<file path="src/rtl/sb_rx_deserializer_if.sv">
// Sideband receive bundle: serial pin and forwarded-clock qualifier in, frame FIFO head out.
// The deserializer connects through the slave modport and its driver through master.
interface sb_rx_deserializer_if;
   logic        dataPin_i;
   logic        clkValid_i;
   logic [63:0] data_o;
   logic        valid_o;
   logic        ready_i;
   logic        overflow_o;
   logic        frameErr_o;

   modport master (
      output dataPin_i, clkValid_i, ready_i,
      input  data_o, valid_o, overflow_o, frameErr_o
   );

   modport slave (
      input  dataPin_i, clkValid_i, ready_i,
      output data_o, valid_o, overflow_o, frameErr_o
   );
endinterface

</file>
<file path="src/rtl/sb_rx_deserializer.sv">
// Sideband receive deserializer: collects 64 UIs LSB first, polices the 32-UI low gap,
// and queues completed frames in a small FIFO for the message decoder.
module sb_rx_deserializer #(
   parameter int buffer_size = 4
) (
   input  logic              clk_800MHz,
   input  logic              reset,
   sb_rx_deserializer_if.slave sb
);
   localparam int IDX_W = $clog2(buffer_size);
   localparam int CNT_W = IDX_W + 1;
   localparam logic [CNT_W-1:0] FULL_CNT = CNT_W'(buffer_size);

   typedef enum logic [1:0] {
      ST_IDLE = 2'd0,
      ST_RECV = 2'd1,
      ST_GAP  = 2'd2
   } state_t;

   state_t           state_q, state_d;
   logic [5:0]       bitcnt_q, bitcnt_d;
   logic [4:0]       gapcnt_q, gapcnt_d;
   // Bit 63 never lands here: it is merged straight into the pushed word.
   logic [62:0]      shift_q, shift_d;
   logic [63:0]      buffer_q [buffer_size];
   logic [63:0]      buffer_d [buffer_size];
   logic [IDX_W-1:0] wr_idx_q, wr_idx_d;
   logic [IDX_W-1:0] rd_idx_q, rd_idx_d;
   logic [CNT_W-1:0] count_q, count_d;
   logic             overflow_q, overflow_d;
   logic             frame_err_q, frame_err_d;

   logic             push_s;
   logic             pop_s;
   logic             full_s;
   logic             push_ok_s;
   logic [63:0]      push_data_s;

   assign sb.data_o     = buffer_q[rd_idx_q];
   assign sb.valid_o    = (count_q != {CNT_W{1'b0}});
   assign sb.overflow_o = overflow_q;
   assign sb.frameErr_o = frame_err_q;

   // Framing FSM: next state, bit/gap counters, shift register and push request.
   always_comb begin
      state_d     = state_q;
      bitcnt_d    = bitcnt_q;
      gapcnt_d    = gapcnt_q;
      shift_d     = shift_q;
      frame_err_d = 1'b0;
      push_s      = 1'b0;
      push_data_s = {sb.dataPin_i, shift_q};
      case (state_q)
         ST_IDLE: begin
            gapcnt_d = 5'd0;
            if (sb.clkValid_i) begin
               shift_d  = {62'd0, sb.dataPin_i};
               bitcnt_d = 6'd1;
               state_d  = ST_RECV;
            end else begin
               bitcnt_d = 6'd0;
            end
         end
         ST_RECV: begin
            if (!sb.clkValid_i) begin
               frame_err_d = (bitcnt_q != 6'd0);
               bitcnt_d    = 6'd0;
               state_d     = ST_IDLE;
            end else if (bitcnt_q == 6'd63) begin
               push_s   = 1'b1;
               bitcnt_d = 6'd0;
               gapcnt_d = 5'd0;
               state_d  = ST_GAP;
            end else begin
               shift_d[bitcnt_q] = sb.dataPin_i;
               bitcnt_d          = bitcnt_q + 6'd1;
            end
         end
         ST_GAP: begin
            if (!sb.clkValid_i) begin
               gapcnt_d = 5'd0;
               state_d  = ST_IDLE;
            end else begin
               frame_err_d = sb.dataPin_i;
               if (gapcnt_q == 5'd31) begin
                  gapcnt_d = 5'd0;
                  bitcnt_d = 6'd0;
                  state_d  = ST_RECV;
               end else begin
                  gapcnt_d = gapcnt_q + 5'd1;
               end
            end
         end
         default: begin
            bitcnt_d = 6'd0;
            gapcnt_d = 5'd0;
            state_d  = ST_IDLE;
         end
      endcase
   end

   // FIFO bookkeeping: a push into a full FIFO survives only if a pop frees a slot on the same edge.
   always_comb begin
      buffer_d   = buffer_q;
      wr_idx_d   = wr_idx_q;
      rd_idx_d   = rd_idx_q;
      count_d    = count_q;
      overflow_d = overflow_q;
      pop_s      = sb.valid_o && sb.ready_i;
      full_s     = (count_q == FULL_CNT);
      push_ok_s  = push_s && (!full_s || pop_s);
      if (push_s && full_s && !pop_s) begin
         overflow_d = 1'b1;
      end else begin
         overflow_d = overflow_q;
      end
      if (push_ok_s) begin
         buffer_d[wr_idx_q] = push_data_s;
         wr_idx_d           = wr_idx_q + IDX_W'(1);
      end else begin
         wr_idx_d = wr_idx_q;
      end
      if (pop_s) begin
         rd_idx_d = rd_idx_q + IDX_W'(1);
      end else begin
         rd_idx_d = rd_idx_q;
      end
      case ({push_ok_s, pop_s})
         2'b10:   count_d = count_q + CNT_W'(1);
         2'b01:   count_d = count_q - CNT_W'(1);
         default: count_d = count_q;
      endcase
   end

   // State and storage registers, all cleared by the asynchronous reset.
   always_ff @(posedge clk_800MHz or posedge reset) begin
      if (reset) begin
         state_q     <= ST_IDLE;
         bitcnt_q    <= 6'd0;
         gapcnt_q    <= 5'd0;
         shift_q     <= 63'd0;
         wr_idx_q    <= {IDX_W{1'b0}};
         rd_idx_q    <= {IDX_W{1'b0}};
         count_q     <= {CNT_W{1'b0}};
         overflow_q  <= 1'b0;
         frame_err_q <= 1'b0;
         for (int i = 0; i < buffer_size; i++) begin
            buffer_q[i] <= 64'd0;
         end
      end else begin
         state_q     <= state_d;
         bitcnt_q    <= bitcnt_d;
         gapcnt_q    <= gapcnt_d;
         shift_q     <= shift_d;
         wr_idx_q    <= wr_idx_d;
         rd_idx_q    <= rd_idx_d;
         count_q     <= count_d;
         overflow_q  <= overflow_d;
         frame_err_q <= frame_err_d;
         buffer_q    <= buffer_d;
      end
   end
endmodule

</file>
<file path="src/flat_wrapper.sv">
// flat-port wrapper written by rule: the top's interface ports become plain ports
module sb_rx_deserializer_flat 
#(
   parameter int buffer_size = 4
)
  (clk_800MHz, reset, sb_dataPin_i, sb_clkValid_i, sb_ready_i, sb_data_o, sb_valid_o, sb_overflow_o, sb_frameErr_o);
  sb_rx_deserializer_if sb_i ();
  input  logic clk_800MHz;
  input  logic reset;
  input wire logic [$bits(sb_i.dataPin_i)-1:0] sb_dataPin_i;
  input wire logic [$bits(sb_i.clkValid_i)-1:0] sb_clkValid_i;
  input wire logic [$bits(sb_i.ready_i)-1:0] sb_ready_i;
  output wire logic [$bits(sb_i.data_o)-1:0] sb_data_o;
  output wire logic [$bits(sb_i.valid_o)-1:0] sb_valid_o;
  output wire logic [$bits(sb_i.overflow_o)-1:0] sb_overflow_o;
  output wire logic [$bits(sb_i.frameErr_o)-1:0] sb_frameErr_o;
  assign sb_i.dataPin_i = sb_dataPin_i;
  assign sb_i.clkValid_i = sb_clkValid_i;
  assign sb_i.ready_i = sb_ready_i;
  assign sb_data_o = sb_i.data_o;
  assign sb_valid_o = sb_i.valid_o;
  assign sb_overflow_o = sb_i.overflow_o;
  assign sb_frameErr_o = sb_i.frameErr_o;
  sb_rx_deserializer #(.buffer_size(buffer_size)) u_core (.clk_800MHz(clk_800MHz), .reset(reset), .sb(sb_i));
endmodule
</file>
<file path="config.mk">
export PLATFORM = sky130hd
export DESIGN_NAME = sb_rx_deserializer_flat
export DESIGN_NICKNAME = d
export VERILOG_FILES = /design/src/rtl/sb_rx_deserializer_if.sv /design/src/rtl/sb_rx_deserializer.sv /design/src/flat_wrapper.sv
export SDC_FILE = /design/constraint.sdc
export NUM_CORES = 1
export LEC_CHECK = 0
export ABC_CLOCK_PERIOD_IN_PS = 30500
export CAP_MARGIN = 40
export CORE_AREA = 2 2 164 166
export DETAILED_ROUTE_END_ITERATION = 16
export DIE_AREA = 0 0 166 168
export GPL_TIMING_DRIVEN = 0
export PLACE_DENSITY = 0.76
export SLEW_MARGIN = 25
export SYNTH_ARGS = -nofsm -noshare
export SYNTH_HDL_FRONTEND = slang
export SYNTH_SLANG_ARGS = --single-unit
</file>
<file path="constraint.sdc">
create_clock -name clk_800MHz -period 30.5 [get_ports clk_800MHz]
set_input_delay 4.575 -clock clk_800MHz [delete_from_list [all_inputs] [get_ports clk_800MHz]]
set_output_delay 4.575 -clock clk_800MHz [all_outputs]
set_load 0.03 [all_outputs]
</file>
==> impl_metrics.ini, run 1 <==
[sta]
relSlewSlack_pct = 41.3
grt_setup_unrepaired = false
final-max-slew-violation-count = 0
fin_skew_ps = 8.46
setup_viol = 0
hold_violations = 0
period_share_pct = 25.4
min_period_ps = 7740
fmax_mhz = 129
tightest_slew_ps = 858
tns_ps = 0

[layout]
num_antenna_cells = 0
area_growth_pct = 16.3
fill_cells = 1858
nets = 1207
drive_above_1_share_pct = 35.9
fin_util_pct = 68.0

[global_route]
antenna_found_initial = 0
grt_use_total_pct = 26.9
grt_max_degree = 102
grt_pass1_wl_um = 58000
overflow = 0
first_global_vias = 10054

[floorplanning]
dieArea_um2 = 27900
fp.coreArea_um2 = 26400
die_w_um = 166
start_util_pct = 58.5
floorplan.io_pins = 72
dieHeight_um = 168
placementRows = 60

[logic_synthesis]
syn_area_um2 = 15400
ys_seq_area_share_pct = 55.4
synth_top_area_share_pct = 55.4
syn_inst = 1073
synth_cell_types = 46
netlist_top_cells_area = dfrtp_1 55%, mux2_2 19%, mux4_2 9.4%
synth-seq-cells = 341
synth_top_area_cell = dfrtp_1
synth_warnings = 0
async_flop_share_pct = 100
ys.flop_type = dfrtp_1
synth_fp_nets = 1092
synth_edf_count = 0
syn_avg_cell_area_um2 = 14.4

[worst_setup_path]
cp-end-kind = primary output
crit_slowest_cell = clkbuf_1
critPathArrivalTime_ps = 3170
endpoint = sb_data_o[39]
critPathRequiredTime_ps = 25930
reg2regPathDepth = 8
path_max_fanout = 10
r2r_slack_ps = 27700
r2r-start = u_core.state_q[1]
startpoint_type = register
critPathKind = reg -> out
slowest_delay_ps = 710
cpMostUsedCell = clkbuf_1
r2r_end = u_core.buffer_q[21]
cp_cell_sequence = clkbuf_1 > clkbuf_1 > mux4_2 > clkdlybuf4s50_1
startpoint = u_core.rd_idx_q[1]

[drt]
dr.pass1.iters = 5
ant_nets = 0
drc = 0
via_per_inst = 6.17
drt-total-wl_um = 36000
routedWlPerCell_um = 23.2
via_count = 9584
drtIter0Drc = 696

[power]
power_density_nw_per_um2 = 64.0
leakagePower_nw = 8.47
vdd_drop_max_uv = 50.2

[clock_tree]
cts-root-buf = clkbuf_16
cts_buffer_depth = 3
cts_tree = built
cts.sinks = 341
path_clk_slew_ps = 60
cts_made_buffers = 36
clk-insertion-delay-late_ps = 520
postCtsSetupBuffers = 0
cts_max_level = 2
cts_hold_buf = 0
cts_resized = 0

[place]
gp_congestion = 0.930
portBuffers = 70
dp_hpwl_um = 23400

[hold_path]
min_path_type = reg -> reg
hold_depth = 1

[outcome]
outcome = completed

[run]
drv_cap = 0
==> critical path: cells and delay by family, from the launching register on <==
| family | cells | cell delay, ps |
|---|---|---|
| flops | 1 | 350 |
| buf+inv | 3 | 1920 |
| mux | 1 | 370 |
==> state kept, by name, summed over array words and instances (netlist names) <==
signal,count
u_core.count_q,3
u_core.rd_idx_q,2
u_core.sb.frameErr_o,1
u_core.shift_q,63
u_core.wr_idx_q,2
u_core.state_q,2
u_core.buffer_q,256
u_core.sb.overflow_o,1
u_core.bitcnt_q,6
u_core.gapcnt_q,5
==> metrics by stage <==
stage | instances | cell area (um2) | total power [W] | hold slack (ps) | setup WS (ps)
4_1_cts | 1554 | 17900 | 0.00115 | 485 | 22760
3_5_place_dp | 1491 | 16700 | 0.000696 | 462 | 23310
5_1_grt | 1554 | 17900 | 0.00119 | 493 | 22660
6_report | 1554 | 17900 | 0.00115 | 488 | 22760
2_1_floorplan | 1073 | 15400 | 0.000617 | 447 | 16470
3_3_place_gp | 1484 | 16500 | 0.000685 | 458 | 12580
==> synth_stat cells, types with 12 or more instances <==
cell type  count
mux4_2        64
buf_6         24
ha_1          13
dfrtp_1      341
inv_1         16
mux2_2       257
o21ai_0       72
o2bb2ai_1     62
nand2_1       79
nand3_1       12
clkbuf_1      40
==> per-layer routing <==
layer / routed length [um] / GRT usage, % / up-vias
li1: - / - / 4191
met1: 15600 / 38.0 / 5025
met2: 17200 / 42.8 / 287
met3: 1960 / 4.44 / 81
met4: 1300 / 9.45 / 0
met5: 0 / 0 / -
==> worst min path at each step <==
stage	from	to
after floorplan	u_core.count_q[2]	u_core.count_q[2]
after global placement	u_core.sb.overflow_o	u_core.sb.overflow_o
after detailed placement	u_core.sb.overflow_o	u_core.sb.overflow_o
after CTS	u_core.sb.overflow_o	u_core.sb.overflow_o
after global routing	u_core.sb.overflow_o	u_core.sb.overflow_o
final	u_core.sb.overflow_o	u_core.sb.overflow_o
==> kinds of logic (layout without fill, tap and decap cells) <==
| logic type | count (synthesis) | after routing | share of synthesized area, % |
|---|---|---|---|
| fa+ha+maj | 14 | 14 | 1.19 |
| mux | 322 | 322 | 28.2 |
| compound gates | 157 | 157 | 6.90 |
| simple gates | 139 | 139 | 4.45 |
| xor+xnor | 6 | 6 | 0.341 |
| buf+inv | 94 | 234 | 3.52 |
| flops | 341 | 341 | 55.4 |
==> where the power goes <==
part	internal, W	switching, W
Sequential	0.000459	0.00000681
Clock	0.000279	0.000178
Combinational	0.0000752	0.000148
==> cell type report <==
cell class / instances / area, um2 / share of cell area, %
timing repair buffer: 77 / 832 / 4.65
clock buffer: 48 / 1030 / 5.74
inverter: 16 / 67.6 / 0.377
tap: 341 / 427 / 2.38
multi-input combinational: 638 / 6330 / 35.3
clock inverter: 15 / 205 / 1.15
buffer: 78 / 487 / 2.72
sequential: 341 / 8530 / 47.6
==> layout by cell type, fill, tap and decap left out, drive strengths merged, types with 6 or more instances in the layout <==
master,netlist,routed
a21oi,7,7
buf,38,45
clkbuf,40,88
clkdlybuf4s50,0,70
clkinv,0,8
dfrtp,341,341
ha,13,13
inv,16,16
mux2,257,257
mux4,64,64
nand2,83,83
nand3,13,13
nand3b,7,7
nor2,7,7
o21ai,72,72
o2bb2ai,62,62
or3b,6,6
No activity file was read; power rests on OpenSTA's default activity.
==> inputs of run 2 (changes only) <==
Settings changed: ABC_CLOCK_PERIOD_IN_PS 30500 to 7370.
Clock period 30.5 ns to 7.37 ns, I/O delays scaled along.
==> run 2 against run 1 <==
  * First-iteration DRC count up 23%
  * Sequential power rose to 4.1 times the previous value
  * Via count up 1.6%
  * Combinational power rose to 4.2 times the previous value
  * Flip-flop and latch count unchanged
  * Critical path depth unchanged
  * Clock skew up 11 ps
  * Register-to-register slack worse by 23000 ps
  * Global-route usage up 0.15 points
  * Largest cell class unchanged
  * Highest routed layer unchanged
==> impl_metrics.ini, run 2 (synthesis results as in run 1) <==
[drt]
drtIter0Drc = 859
drc = 0
routedWlPerCell_um = 23.2
ant_nets = 0
drt-total-wl_um = 36300
dr.pass1.iters = 6
via_per_inst = 6.20
via_count = 9735

[power]
power_frac_clock_pct = 40.7
pwr-share-comb_pct = 19.4
power_frac_seq_pct = 39.9
switching_share_pct = 28.9
power_density_nw_per_um2 = 266
vdd_drop_max_uv = 203
p_int_w = 0.00344
leakagePower_nw = 8.60
power.switching_w = 0.00140

[clock_tree]
cts_resized = 0
cts-root-buf = clkbuf_16
cts_tree = built
cts_buffer_depth = 3
cts_max_level = 2
cts_made_buffers = 38
clk-insertion-delay-late_ps = 520
path_clk_slew_ps = 60
postCtsSetupBuffers = 0
cts_hold_buf = 0
cts.sinks = 341

[worst_setup_path]
cp.depth = 4
critPathKind = reg -> out
slowest_delay_ps = 720
cpMostUsedCell = clkbuf_1
cp-end-kind = primary output
cp_num_buf_inv = 3
cp_top_family = buffers and inverters
cp_cell_sequence = clkbuf_1 > clkbuf_1 > mux4_2 > clkdlybuf4s50_1
critPathRequiredTime_ps = 6260
crit_slowest_cell = clkbuf_1
reg2regPathDepth = 8
startpoint = u_core.rd_idx_q[1]
critPathArrivalTime_ps = 3210
r2r-start = u_core.state_q[1]
path_max_fanout = 10
startpoint_type = register

[floorplanning]
placementRows = 60
die_w_um = 166
dieArea_um2 = 27900
floorplan.io_pins = 72
dieHeight_um = 168
fp.coreArea_um2 = 26400
start_util_pct = 58.5

[global_route]
grt_max_degree = 34
grt_pass1_wl_um = 58200
overflow = 0
grt_use_total_pct = 27.0
first_global_vias = 10128
antenna_found_initial = 0

[layout]
reg.largest.list = u_core.buffer_q (256), u_core.shift_q (63), u_core.bitcnt_q (6)
final-seq-area_um2 = 8530
fill_cells = 1792
final_cell_mix = 341 x dfrtp_1, 257 x mux2_2, 79 x nand2_1, 72 x o21ai_0, 70 x clkdlybuf4s50_1
drive_above_1_share_pct = 36.7
top_register = u_core.buffer_q
multi_input_area_um2 = 6330
largest_reg_flops = 256
num_antenna_cells = 0
nets = 1218
fin_cells = 1569
layout_commonest_cell = dfrtp_1
area_growth_pct = 18.0

[sta]
relSlewSlack_pct = 42.1
hold_violations = 0
min_period_ps = 4310
setup_viol = 0
grt_setup_unrepaired = false
final-max-slew-violation-count = 0
period_share_pct = 58.5
tightest_slew_ps = 868
fmax_mhz = 232
fin_skew_ps = 19.7
tns_ps = 0

[place]
gp_congestion = 0.919
dp_hpwl_um = 24100
portBuffers = 70
placed_cells = 1500

[hold_path]
min_path_type = reg -> reg
hold_depth = 1
min_from = u_core.sb.overflow_o

[run]
drv_cap = 0

[outcome]
outcome = completed
[run 2: area by class of cell]
type,count,area share (%)
Buffer,78,2.68
Clock buffer,56,6.50
Clock inverter,13,0.791
Inverter,16,0.351
Multi-Input combinational cell,638,34.8
Sequential cell,341,46.9
Tap cell,341,2.35
Timing Repair Buffer,86,5.59
[run 2: per-layer routing]
layer	track usage [%]	part of all wire [%]
met3	4.28	5.7
met5	0	0
met2	43.2	48
met4	8.92	3.2
met1	38.5	43
[run 2: worst reg2reg max path, delay by kind of cell, from the launching register on]
family / cells / cell delay [ps]
adders and majority gates: 1 / 140
buffers and inverters: 3 / 610
DFF: 1 / 440
muxes: 1 / 290
and+or+nand+nor: 3 / 1220
[run 2: path summary, 6_finish.rpt]
kind / slack (ps) / to
max: 3060 / sb_data_o[39]
min: 470 / u_core.sb.overflow_o
max reg2reg: 4550 / u_core.buffer_q[79]
min reg2reg: 470 / u_core.sb.overflow_o
max in group asynchronous: 5190 / u_core.buffer_q[153]
min in group asynchronous: 1050 / u_core.buffer_q[205]
[run 2: power by group through the flow]
stage / sequential [W] / combinational (W) / clock, W
global route: 0.00193 / 0.00102 / 0.00207
global placement: 0.00196 / 0.000876 / 0
CTS: 0.00193 / 0.000936 / 0.00199
finish: 0.00193 / 0.000937 / 0.00197
detailed placement: 0.00196 / 0.000931 / 0
floorplan: 0.00195 / 0.000600 / 0
[run 2: through the flow]
step	hold slack (ps)	utilization [%]	cell area (um2)	power, W	worst slack, ps
finish	472	69.0	18200	0.00483	3060
global route	491	69.0	18200	0.00502	2920
CTS	479	69.0	18200	0.00485	3050
detailed placement	459	64.0	16900	0.00289	3610
global placement	448	62.8	16500	0.00284	-534
floorplan	447	-	15400	0.00255	1700
